`config.mk`:
```
export PLATFORM = sky130hd
export DESIGN_NAME = tmds_channel_decoder
export DESIGN_NICKNAME = d
export VERILOG_FILES = /design/src/rtl/tmds_channel_decoder.sv
export SDC_FILE = /design/constraint.sdc
export NUM_CORES = 1
export LEC_CHECK = 0
export CORE_MARGIN = 5
export CORE_UTILIZATION = 45
export DETAILED_ROUTE_END_ITERATION = 16
export HOLD_SLACK_MARGIN = 0.1
export PLACE_DENSITY_LB_ADDON = 0.15
export SYNTH_ARGS = -nofsm -noshare
export SYNTH_HDL_FRONTEND = slang
export SYNTH_SLANG_ARGS = --single-unit
```
`constraint.sdc`:
```
create_clock -name vga_clk -period 3.7 [get_ports vga_clk]
set_clock_uncertainty 0.15 [all_clocks]
set_input_delay 0.555 -clock vga_clk [delete_from_list [all_inputs] [get_ports vga_clk]]
set_output_delay 0.555 -clock vga_clk [all_outputs]
set_load 0.005 [all_outputs]
```
`src/rtl/tmds_channel_decoder.sv`:
```
// tmds_channel_decoder: word-aligns one raw TMDS channel by hunting control tokens and decodes data/control.
// Rev 1.0

`default_nettype none

module tmds_channel_decoder #(
  parameter int SEARCH_WINDOW = 2048,
  parameter int LOCK_TOKENS   = 16
) (
  input  logic       vga_clk,
  input  logic       sys_rst,
  input  logic [9:0] din,
  output logic [7:0] dout,
  output logic       de,
  output logic       c0,
  output logic       c1,
  output logic       locked,
  output logic [3:0] offset
);

  localparam int WD_W  = $clog2(SEARCH_WINDOW) + 1;
  localparam int RUN_W = $clog2(LOCK_TOKENS + 1);
  localparam logic [WD_W-1:0]  WD_LAST  = WD_W'(SEARCH_WINDOW - 1);
  localparam logic [WD_W-1:0]  WD_MAX   = WD_W'(SEARCH_WINDOW);
  localparam logic [RUN_W-1:0] RUN_LOCK = RUN_W'(LOCK_TOKENS);

  typedef enum logic [1:0] {
    ST_SEARCH  = 2'd0,
    ST_CONFIRM = 2'd1,
    ST_LOCKED  = 2'd2
  } state_t;

  state_t           state, state_n;
  logic [9:0]       prev_q;
  logic [9:0]       aligned_q;
  logic [WD_W-1:0]  wd_q;
  logic [RUN_W-1:0] run_q;

  logic [19:0]      window;
  logic [19:0]      shifted;
  logic [9:0]       aligned_d;
  logic             tok_d;
  logic [1:0]       tok_d_val;
  logic             tok_q;
  logic [1:0]       tok_q_val;
  logic [7:0]       decoded;
  logic [7:0]       dbits;
  logic [RUN_W-1:0] run_n;
  logic             expire;
  logic             slip;
  logic             locked_n;

  // Returns {is_token, c1, c0}
  function automatic logic [2:0] token_of(input logic [9:0] q);
    logic [2:0] r;
    case (q)
      10'h354: r = 3'b1_00;
      10'h0AB: r = 3'b1_01;
      10'h154: r = 3'b1_10;
      10'h2AB: r = 3'b1_11;
      default: r = 3'b0_00;
    endcase
    return r;
  endfunction

  always_comb begin
    window    = {din, prev_q};
    shifted   = window >> offset;
    aligned_d = shifted[9:0];
    {tok_d, tok_d_val} = token_of(aligned_d);
    {tok_q, tok_q_val} = token_of(aligned_q);
  end

  always_comb begin
    dbits      = aligned_q[9] ? ~aligned_q[7:0] : aligned_q[7:0];
    decoded    = 8'h00;
    decoded[0] = dbits[0];
    for (int i = 1; i < 8; i++) begin
      decoded[i] = aligned_q[8] ? (dbits[i] ^ dbits[i-1]) : ~(dbits[i] ^ dbits[i-1]);
    end
  end

  // Control flow follows the word entering the alignment register, so a token always beats expiry.
  always_comb begin
    run_n    = tok_d ? ((run_q == RUN_LOCK) ? run_q : run_q + 1'b1) : '0;
    expire   = !tok_d && (wd_q >= WD_LAST);
    state_n  = state;
    slip     = 1'b0;
    case (state)
      ST_SEARCH: begin
        if (tok_d) begin
          state_n = ST_CONFIRM;
        end else if (expire) begin
          slip = 1'b1;
        end
      end
      ST_CONFIRM: begin
        if (run_n == RUN_LOCK) begin
          state_n = ST_LOCKED;
        end else if (expire) begin
          slip    = 1'b1;
          state_n = ST_SEARCH;
        end
      end
      ST_LOCKED: begin
        if (expire) begin
          slip    = 1'b1;
          state_n = ST_SEARCH;
        end
      end
      default: state_n = ST_SEARCH;
    endcase
    locked_n = (state_n == ST_LOCKED);
  end

  always_ff @(posedge vga_clk) begin
    if (sys_rst) begin
      state <= ST_SEARCH;
    end else begin
      state <= state_n;
    end
  end

  always_ff @(posedge vga_clk) begin
    if (sys_rst) begin
      prev_q    <= '0;
      aligned_q <= '0;
      wd_q      <= '0;
      run_q     <= '0;
      offset    <= '0;
      locked    <= 1'b0;
    end else begin
      prev_q    <= din;
      aligned_q <= aligned_d;
      run_q     <= run_n;
      locked    <= locked_n;
      if (tok_d || slip) begin
        wd_q <= '0;
      end else if (wd_q != WD_MAX) begin
        wd_q <= wd_q + 1'b1;
      end
      if (slip) begin
        offset <= (offset == 4'd9) ? 4'd0 : offset + 4'd1;
      end
    end
  end

  always_ff @(posedge vga_clk) begin
    if (sys_rst || !locked_n) begin
      dout <= '0;
      de   <= 1'b0;
      c0   <= 1'b0;
      c1   <= 1'b0;
    end else if (tok_q) begin
      dout <= '0;
      de   <= 1'b0;
      c0   <= tok_q_val[0];
      c1   <= tok_q_val[1];
    end else begin
      dout <= decoded;
      de   <= 1'b1;
    end
  end

endmodule

`default_nettype wire

```
==> results of run 1 <==
==> final cells by class <==
cell class / count / area share [%]
clock inverter: 3 / 1.81
clock buffer: 5 / 1.84
inverter: 14 / 1.41
multi-input combinational: 255 / 52.8
tap: 99 / 3.32
timing repair buffer: 36 / 9.38
sequential: 55 / 29.5
==> state kept, by name (all words and copies together), names as in the netlist <==
| register | flops |
|---|---|
| prev_q | 10 |
| de | 1 |
| aligned_q | 10 |
| c1 | 1 |
| wd_q | 12 |
| c0 | 1 |
| state | 2 |
| locked | 1 |
| dout | 8 |
| offset | 4 |
| run_q | 5 |
==> per-layer routing <==
| metal | global-route usage, % | vias to the layer above |
|---|---|---|
| li1 | - | 1271 |
| met1 | 21.2 | 1200 |
| met2 | 24.8 | 49 |
| met3 | 3.59 | 12 |
| met4 | 5.77 | 0 |
| met5 | 0 | - |
==> synthesized netlist by cell type (all sizes together) (2+ instances only) <==
| master | n |
|---|---|
| dfxtp | 55 |
| nor2 | 38 |
| nand2 | 25 |
| nor2b | 21 |
| nor3 | 16 |
| xnor2 | 16 |
| mux4 | 15 |
| inv | 14 |
| a21oi | 13 |
| mux2i | 12 |
| mux2 | 11 |
| buf | 10 |
| nand3 | 9 |
| clkbuf | 8 |
| xor2 | 7 |
| o21ai | 6 |
| and2 | 5 |
| nand2b | 5 |
| a22o | 4 |
| and3 | 4 |
| ha | 4 |
| nand4 | 4 |
| a211oi | 3 |
| a221o | 3 |
| or3 | 3 |
| a32o | 2 |
| nand3b | 2 |
| nor3b | 2 |
| nor4b | 2 |
| nor4bb | 2 |
| o221ai | 2 |
| o2bb2ai | 2 |
==> stage by stage <==
step,power [mW],cells
after floorplan,0.704,342
after global placement,0.740,459
after detailed placement,0.740,459
after CTS,1.21,467
after global routing,1.26,467
final,1.20,467
==> power by group <==
part / switching [mW] / leakage, nW / total (mW) / internal [mW]
Sequential: 0.0130 / 0.448 / 0.618 / 0.605
Combinational: 0.0531 / 0.748 / 0.110 / 0.0564
Clock: 0.199 / 0.0644 / 0.469 / 0.270
Total: 0.265 / 1.26 / 1.20 / 0.931
==> kinds of logic (layout without fill, tap and decap cells) <==
logic type / Yosys count / count (layout)
buf+inv: 32 / 58
compound gates: 50 / 50
xor+xnor: 23 / 23
fa+ha+maj: 4 / 4
simple gates: 140 / 140
mux: 38 / 38
flops: 55 / 55
==> final timing paths <==
path / to / depth (start not counted) / slack (ns) / startpoint
setup / recovery: dout[1]$_SDFF_PP0_ / 8 / 0.49 / din[3]
hold / removal: state[0]$_SDFF_PP0_ / 1 / 0.33 / state[1]$_SDFF_PP0_
setup reg to reg: dout[1]$_SDFF_PP0_ / 7 / 0.63 / offset[0]$_SDFFE_PP0P_
hold reg to reg: state[0]$_SDFF_PP0_ / 1 / 0.33 / state[1]$_SDFF_PP0_
==> flow_summary.json, run 1 <==
{
  "final_max_slew_viol_count": 0,
  "hold_path_class": "reg2reg",
  "port_buffers": 27,
  "hold_ws_ns": 0.333,
  "syn_inst": 342,
  "die_area_sq_mm": 0.00900,
  "die_y_um": 94.9,
  "finalInstanceArea_sq_mm": 0.00374,
  "cts_resized": 0,
  "min_period_ns": 3.21,
  "synth_top_family_by_area": "simple AND/OR/NAND/NOR gates",
  "cp-end-kind": "flip-flop",
  "synth_compound_area_share_pct": 12.3,
  "root_buffer": "clkbuf_8",
  "h-tree-depth": 2,
  "overflow": 0,
  "peakVddDrop_v": 0.000128,
  "cellLeakagePower_nw": 1.26,
  "tns_ns": 0,
  "drc": 0,
  "gp_congestion": 0.874,
  "drt_iter0_markers": 153,
  "hold_viol": 0,
  "grt_max_degree": 34,
  "antenna_found_initial": 0,
  "min_period_over_period_pct": 86.8,
  "routedLengthMet1_um": 3250,
  "slowest_delay_ns": 0.52,
  "multi_input_area_sq_mm": 0.00197,
  "clock_latency_ns": 0.31,
  "cts_tree": "built",
  "ys_seq_elements": 55,
  "synth_xor_area_share_pct": 6.22,
  "synth-simple-area-share_pct": 22.8,
  "arrival_ns": 3.29,
  "power_density_mw_per_mm2": 320,
  "drtPass1Iterations": 4,
  "drtAntennaViolNets": 0,
  "wire_per_inst_um": 14.2,
  "die_x_um": 94.9,
  "cp.required_ns": 3.78,
  "tightest_slew_ns": 0.559,
  "yosys.area_share.adder_pct": 1.54,
  "rsz0062_at_grt": "false",
  "seq_area_sq_mm": 0.00110,
  "cp_slowest_cell": "clkdlybuf4s50_1",
  "n_antenna_cell": 0,
  "top_layer": "met4",
  "dp_slack_ns": 0.151,
  "cts.sinks": 55,
  "drv_cap": 0,
  "drive_gt1_share_pct": 16.3,
  "yosys_warnings": 0,
  "critPathLaunchType": "input pin",
  "final_cell_mix": "dfxtp_1, nor2_1, clkdlybuf4s50_1",
  "via_count": 2532,
  "yosysTopAreaCell": "dfxtp_1",
  "path_delay_family": "compound AO/OA/AOI/OAI gates",
  "relSlewSlack_pct": 62.7,
  "final_common_cell": "dfxtp_1",
  "syn_nets": 358,
  "coreArea_sq_mm": 0.00714,
  "nets": 383,
  "clkTransAtPathRegs_ns": 0.10,
  "clk_path_buf_depth": 2,
  "fillerInstances": 696,
  "grtUsageTotal_pct": 15.8,
  "avgViaCountPerCell": 5.42,
  "pin_count": 28,
  "cts-hold-fix-buffers": 0,
  "critPathMaxFanout": 13,
  "synth_edf_count": 0,
  "finalCoreUtilization_pct": 52.3,
  "syn_to_final_growth_pct": 15.3,
  "ys_async_sr_fraction_pct": 0,
  "synth_ff_type": "dfxtp_1",
  "start_util_pct": 45.4,
  "synth.mux.area_fraction_pct": 18.0,
  "grt_pass1_vias": 2322,
  "hpwl_um": 4970,
  "cp_cell_sequence": "clkdlybuf4s50_1, mux4_2, a221oi_1, a32o_1, nor3b_1, o2bb2ai_4, o221ai_2, nor3_1",
  "cts_buffers": 5,
  "grt_pass1_wl_um": 11200,
  "clock.fmax_mhz": 311,
  "std_cell_rows": 31,
  "placed_area_sq_mm": 0.00360,
  "syn_avg_cell_area_sq_um": 9.48,
  "yosysUniqueCellTypes": 57,
  "wl_met3_um": 227,
  "syn_area_sq_mm": 0.00324,
  "cts_setup_buffers": 0,
  "status": "complete, no violations",
  "worst-path-buf-inv": 1,
  "drt_wl_total_um": 6620,
  "synth-seq-area-share_pct": 34.0,
  "synth_top_area_share_pct": 34.0,
  "ys_top_cells_by_area": "dfxtp_1, mux4_2, xnor2_1, nor2b_1, mux2_2",
  "finalSetupViolations": 0,
  "crit_type": "in2reg",
  "route.met2.wl_um": 3010,
  "fin_ws_ns": 0.489
}
(Power assumes the default switching activity.)
==> run 2, diff against run 1 <==
- ABC_AREA: default -> 1
- clock period: 3.7 -> 3.95 ns (I/O delays scaled with it)
==> run 2 against run 1 <==
Effect of this change: sequential share of layout area up 1.9 points; wire length down 1.2%; via count up 12%; hold slack better by 0.042 ns; clock power down 28%; critical endpoint is now wd_q[0]$_SDFFE_PP0P_; largest cell class unchanged; largest power group unchanged; highest routed layer unchanged.
==> flow_summary.json, run 2 <==
{
  "status": "complete, no violations",
  "grt_max_degree": 27,
  "grt_pass1_wl_um": 11000,
  "synth.mux.area_fraction_pct": 0,
  "syn_inst": 467,
  "regMostFlops": "wd_q",
  "cellLeakagePower_nw": 1.60,
  "wire_per_inst_um": 11.5,
  "clk_path_buf_depth": 2,
  "cp-startpoint": "offset[1]$_SDFFE_PP0P_",
  "clock_latency_ns": 0.31,
  "final_common_cell": "nand2_1",
  "routedLengthMet1_um": 3180,
  "r2r_slack_ns": 1.08,
  "drtPass1Iterations": 6,
  "min_period_over_period_pct": 72.7,
  "p_int_mw": 0.764,
  "drtAntennaViolNets": 0,
  "fillerInstances": 682,
  "root_buffer": "clkbuf_8",
  "grtUsageTotal_pct": 15.7,
  "nets": 503,
  "finalNonFillerCells": 568,
  "cts.sinks": 55,
  "clkTransAtPathRegs_ns": 0.10,
  "pin_count": 28,
  "synth_top_area_share_pct": 35.5,
  "syn_avg_cell_area_sq_um": 6.63,
  "final_max_slew_viol_count": 0,
  "gp_congestion": 0.926,
  "placed_area_sq_mm": 0.00340,
  "synthTopCellsByCount": "nand2_1, nand3_1, inv_1",
  "fin_total_pwr_mw": 1.00,
  "wl_met3_um": 325,
  "cts_tree": "built",
  "synth_top_family_by_area": "simple AND/OR/NAND/NOR gates",
  "finalSetupViolations": 0,
  "min_period_ns": 2.87,
  "route.met2.wl_um": 2920,
  "arrival_ns": 2.96,
  "yosys.area_share.adder_pct": 1.62,
  "switching_power_mw": 0.241,
  "die_y_um": 93.0,
  "synthMostInstantiatedCell": "nand2_1",
  "cts_setup_buffers": 0,
  "largest_reg_flops": 12,
  "syn_area_sq_mm": 0.00310,
  "worst-r2r-cell-count": 14,
  "peakVddDrop_v": 0.000123,
  "syn_nets": 483,
  "critPathLaunchType": "flip-flop",
  "coreArea_sq_mm": 0.00676,
  "p_seq_share_pct": 57.3,
  "ys_top_cells_by_area": "dfxtp_1, nand3_1, nand2_1, inv_1, nor2_1",
  "ys_seq_elements": 55,
  "antenna_found_initial": 0,
  "hold_viol": 0,
  "tns_ns": 0,
  "ys_async_sr_fraction_pct": 0,
  "p_sw_share_pct": 24.0,
  "drt_wl_total_um": 6540,
  "n_antenna_cell": 0,
  "drc": 0,
  "avgViaCountPerCell": 4.99,
  "syn_to_final_growth_pct": 13.1,
  "rr_startpoint": "offset[1]$_SDFFE_PP0P_",
  "tightest_slew_ns": 0.622,
  "finalInstanceArea_sq_mm": 0.00350,
  "start_util_pct": 45.9,
  "synth-simple-area-share_pct": 40.5,
  "critPathMaxFanout": 24,
  "overflow": 0,
  "cts_buffers": 5,
  "power_density_mw_per_mm2": 287,
  "top_layer": "met4",
  "dp_cells": 560,
  "hpwl_um": 4950,
  "die_x_um": 93.0,
  "cts_resized": 0,
  "drive_gt1_share_pct": 7.58,
  "combPwrFrac_pct": 8.9,
  "h-tree-depth": 2,
  "yosysTopAreaCell": "dfxtp_1",
  "yosysUniqueCellTypes": 32,
  "cp.required_ns": 4.04,
  "drv_cap": 0,
  "std_cell_rows": 30,
  "synth_xor_area_share_pct": 6.50,
  "synth-seq-area-share_pct": 35.5,
  "synth_compound_area_share_pct": 4.97,
  "yosys_warnings": 0,
  "relSlewSlack_pct": 58.1,
  "grt_pass1_vias": 2520,
  "cp-endpoint": "wd_q[0]$_SDFFE_PP0P_",
  "top_regs": "wd_q: 12 flops, aligned_q: 10 flops, prev_q: 10 flops",
  "die_area_sq_mm": 0.00864,
  "via_count": 2834,
  "power_frac_clock_pct": 33.8,
  "clock.fmax_mhz": 348,
  "cts-hold-fix-buffers": 0,
  "reg2reg_to": "wd_q[0]$_SDFFE_PP0P_",
  "crit_type": "reg2reg",
  "final_cell_mix": "nand2_1, nand3_1, inv_1",
  "drt_iter0_markers": 182,
  "hold_path_class": "reg2reg",
  "rsz0062_at_grt": "false",
  "synth_edf_count": 0,
  "synth_ff_type": "dfxtp_1",
  "cp-end-kind": "flip-flop",
  "port_buffers": 27
}
[run 2: critical path, stage by stage (launching register included)]
cell and delay, ns:
dfxtp_1 0.31, buf_4 0.20, inv_1 0.48, nand3_1 0.22
nand3_1 0.14, nand2_1 0.12, a21oi_2 0.15, nand2_1 0.06
nor2_1 0.12, nand3_2 0.15, nand3_2 0.13, inv_2 0.07
nand2_4 0.09, nand4_4 0.24, nor2_1 0.16
[run 2: area by class of cell]
class / count / area (sq um) / share of cell area, %
multi-input cells: 330 / 1660 / 47.3
inverters: 64 / 240 / 6.85
well taps: 80 / 100 / 2.86
clock inverters: 1 / 7.51 / 0.214
repair buffers: 31 / 300 / 8.57
flip-flops and latches: 55 / 1100 / 31.4
clock buffers: 7 / 96.3 / 2.75
[run 2: worst min path at each step]
stage,slack (ns),endpoint,start,cells past startpoint
detailed placement,0.35,c0$_SDFFE_PP0N_,c0$_SDFFE_PP0N_,2
global placement,0.35,c0$_SDFFE_PP0N_,c0$_SDFFE_PP0N_,2
CTS,0.37,c0$_SDFFE_PP0N_,c0$_SDFFE_PP0N_,2
global route,0.40,offset[0]$_SDFFE_PP0P_,offset[0]$_SDFFE_PP0P_,2
floorplan,0.34,dout[3]$_SDFF_PP0_,aligned_q[3]$_SDFF_PP0_,2
finish,0.37,c0$_SDFFE_PP0N_,c0$_SDFFE_PP0N_,2
[run 2: metal layers]
metal  vias to the layer above  global-route usage, %
met4                         0                   5.49
met3                        10                   2.74
li1                       1502                      -
met2                        74                   25.5
met1                      1248                   21.0
met5                         -                      0
[run 2: cell families (layout without fill, tap and decap cells)]
group                      Yosys count  count (layout)
buffers and inverters               82             103
AOI/OAI and AO/OA                   26              26
adders and majority gates            4               4
xor gates and xnor gates            23              23
DFF                                 55              55
and+or+nand+nor                    277             277
[run 2: power groups by stage]
stage	registers, mW	logic, mW	clock network, mW
after CTS	0.575	0.0899	0.351
final	0.575	0.0896	0.340
after detailed placement	0.588	0.0894	0
after global routing	0.577	0.101	0.373
after global placement	0.588	0.0889	0
after floorplan	0.586	0.0647	0
[run 2: stage by stage]
stage / utilization (%) / setup slack [ns] / hold WS [ns]
6_report: 51.9 / 1.08 / 0.374
4_1_cts: 51.9 / 1.09 / 0.370
2_1_floorplan: - / 1.82 / 0.344
3_3_place_gp: 50.3 / 1.05 / 0.348
3_5_place_dp: 50.3 / 0.985 / 0.345
5_1_grt: 51.9 / 0.842 / 0.402
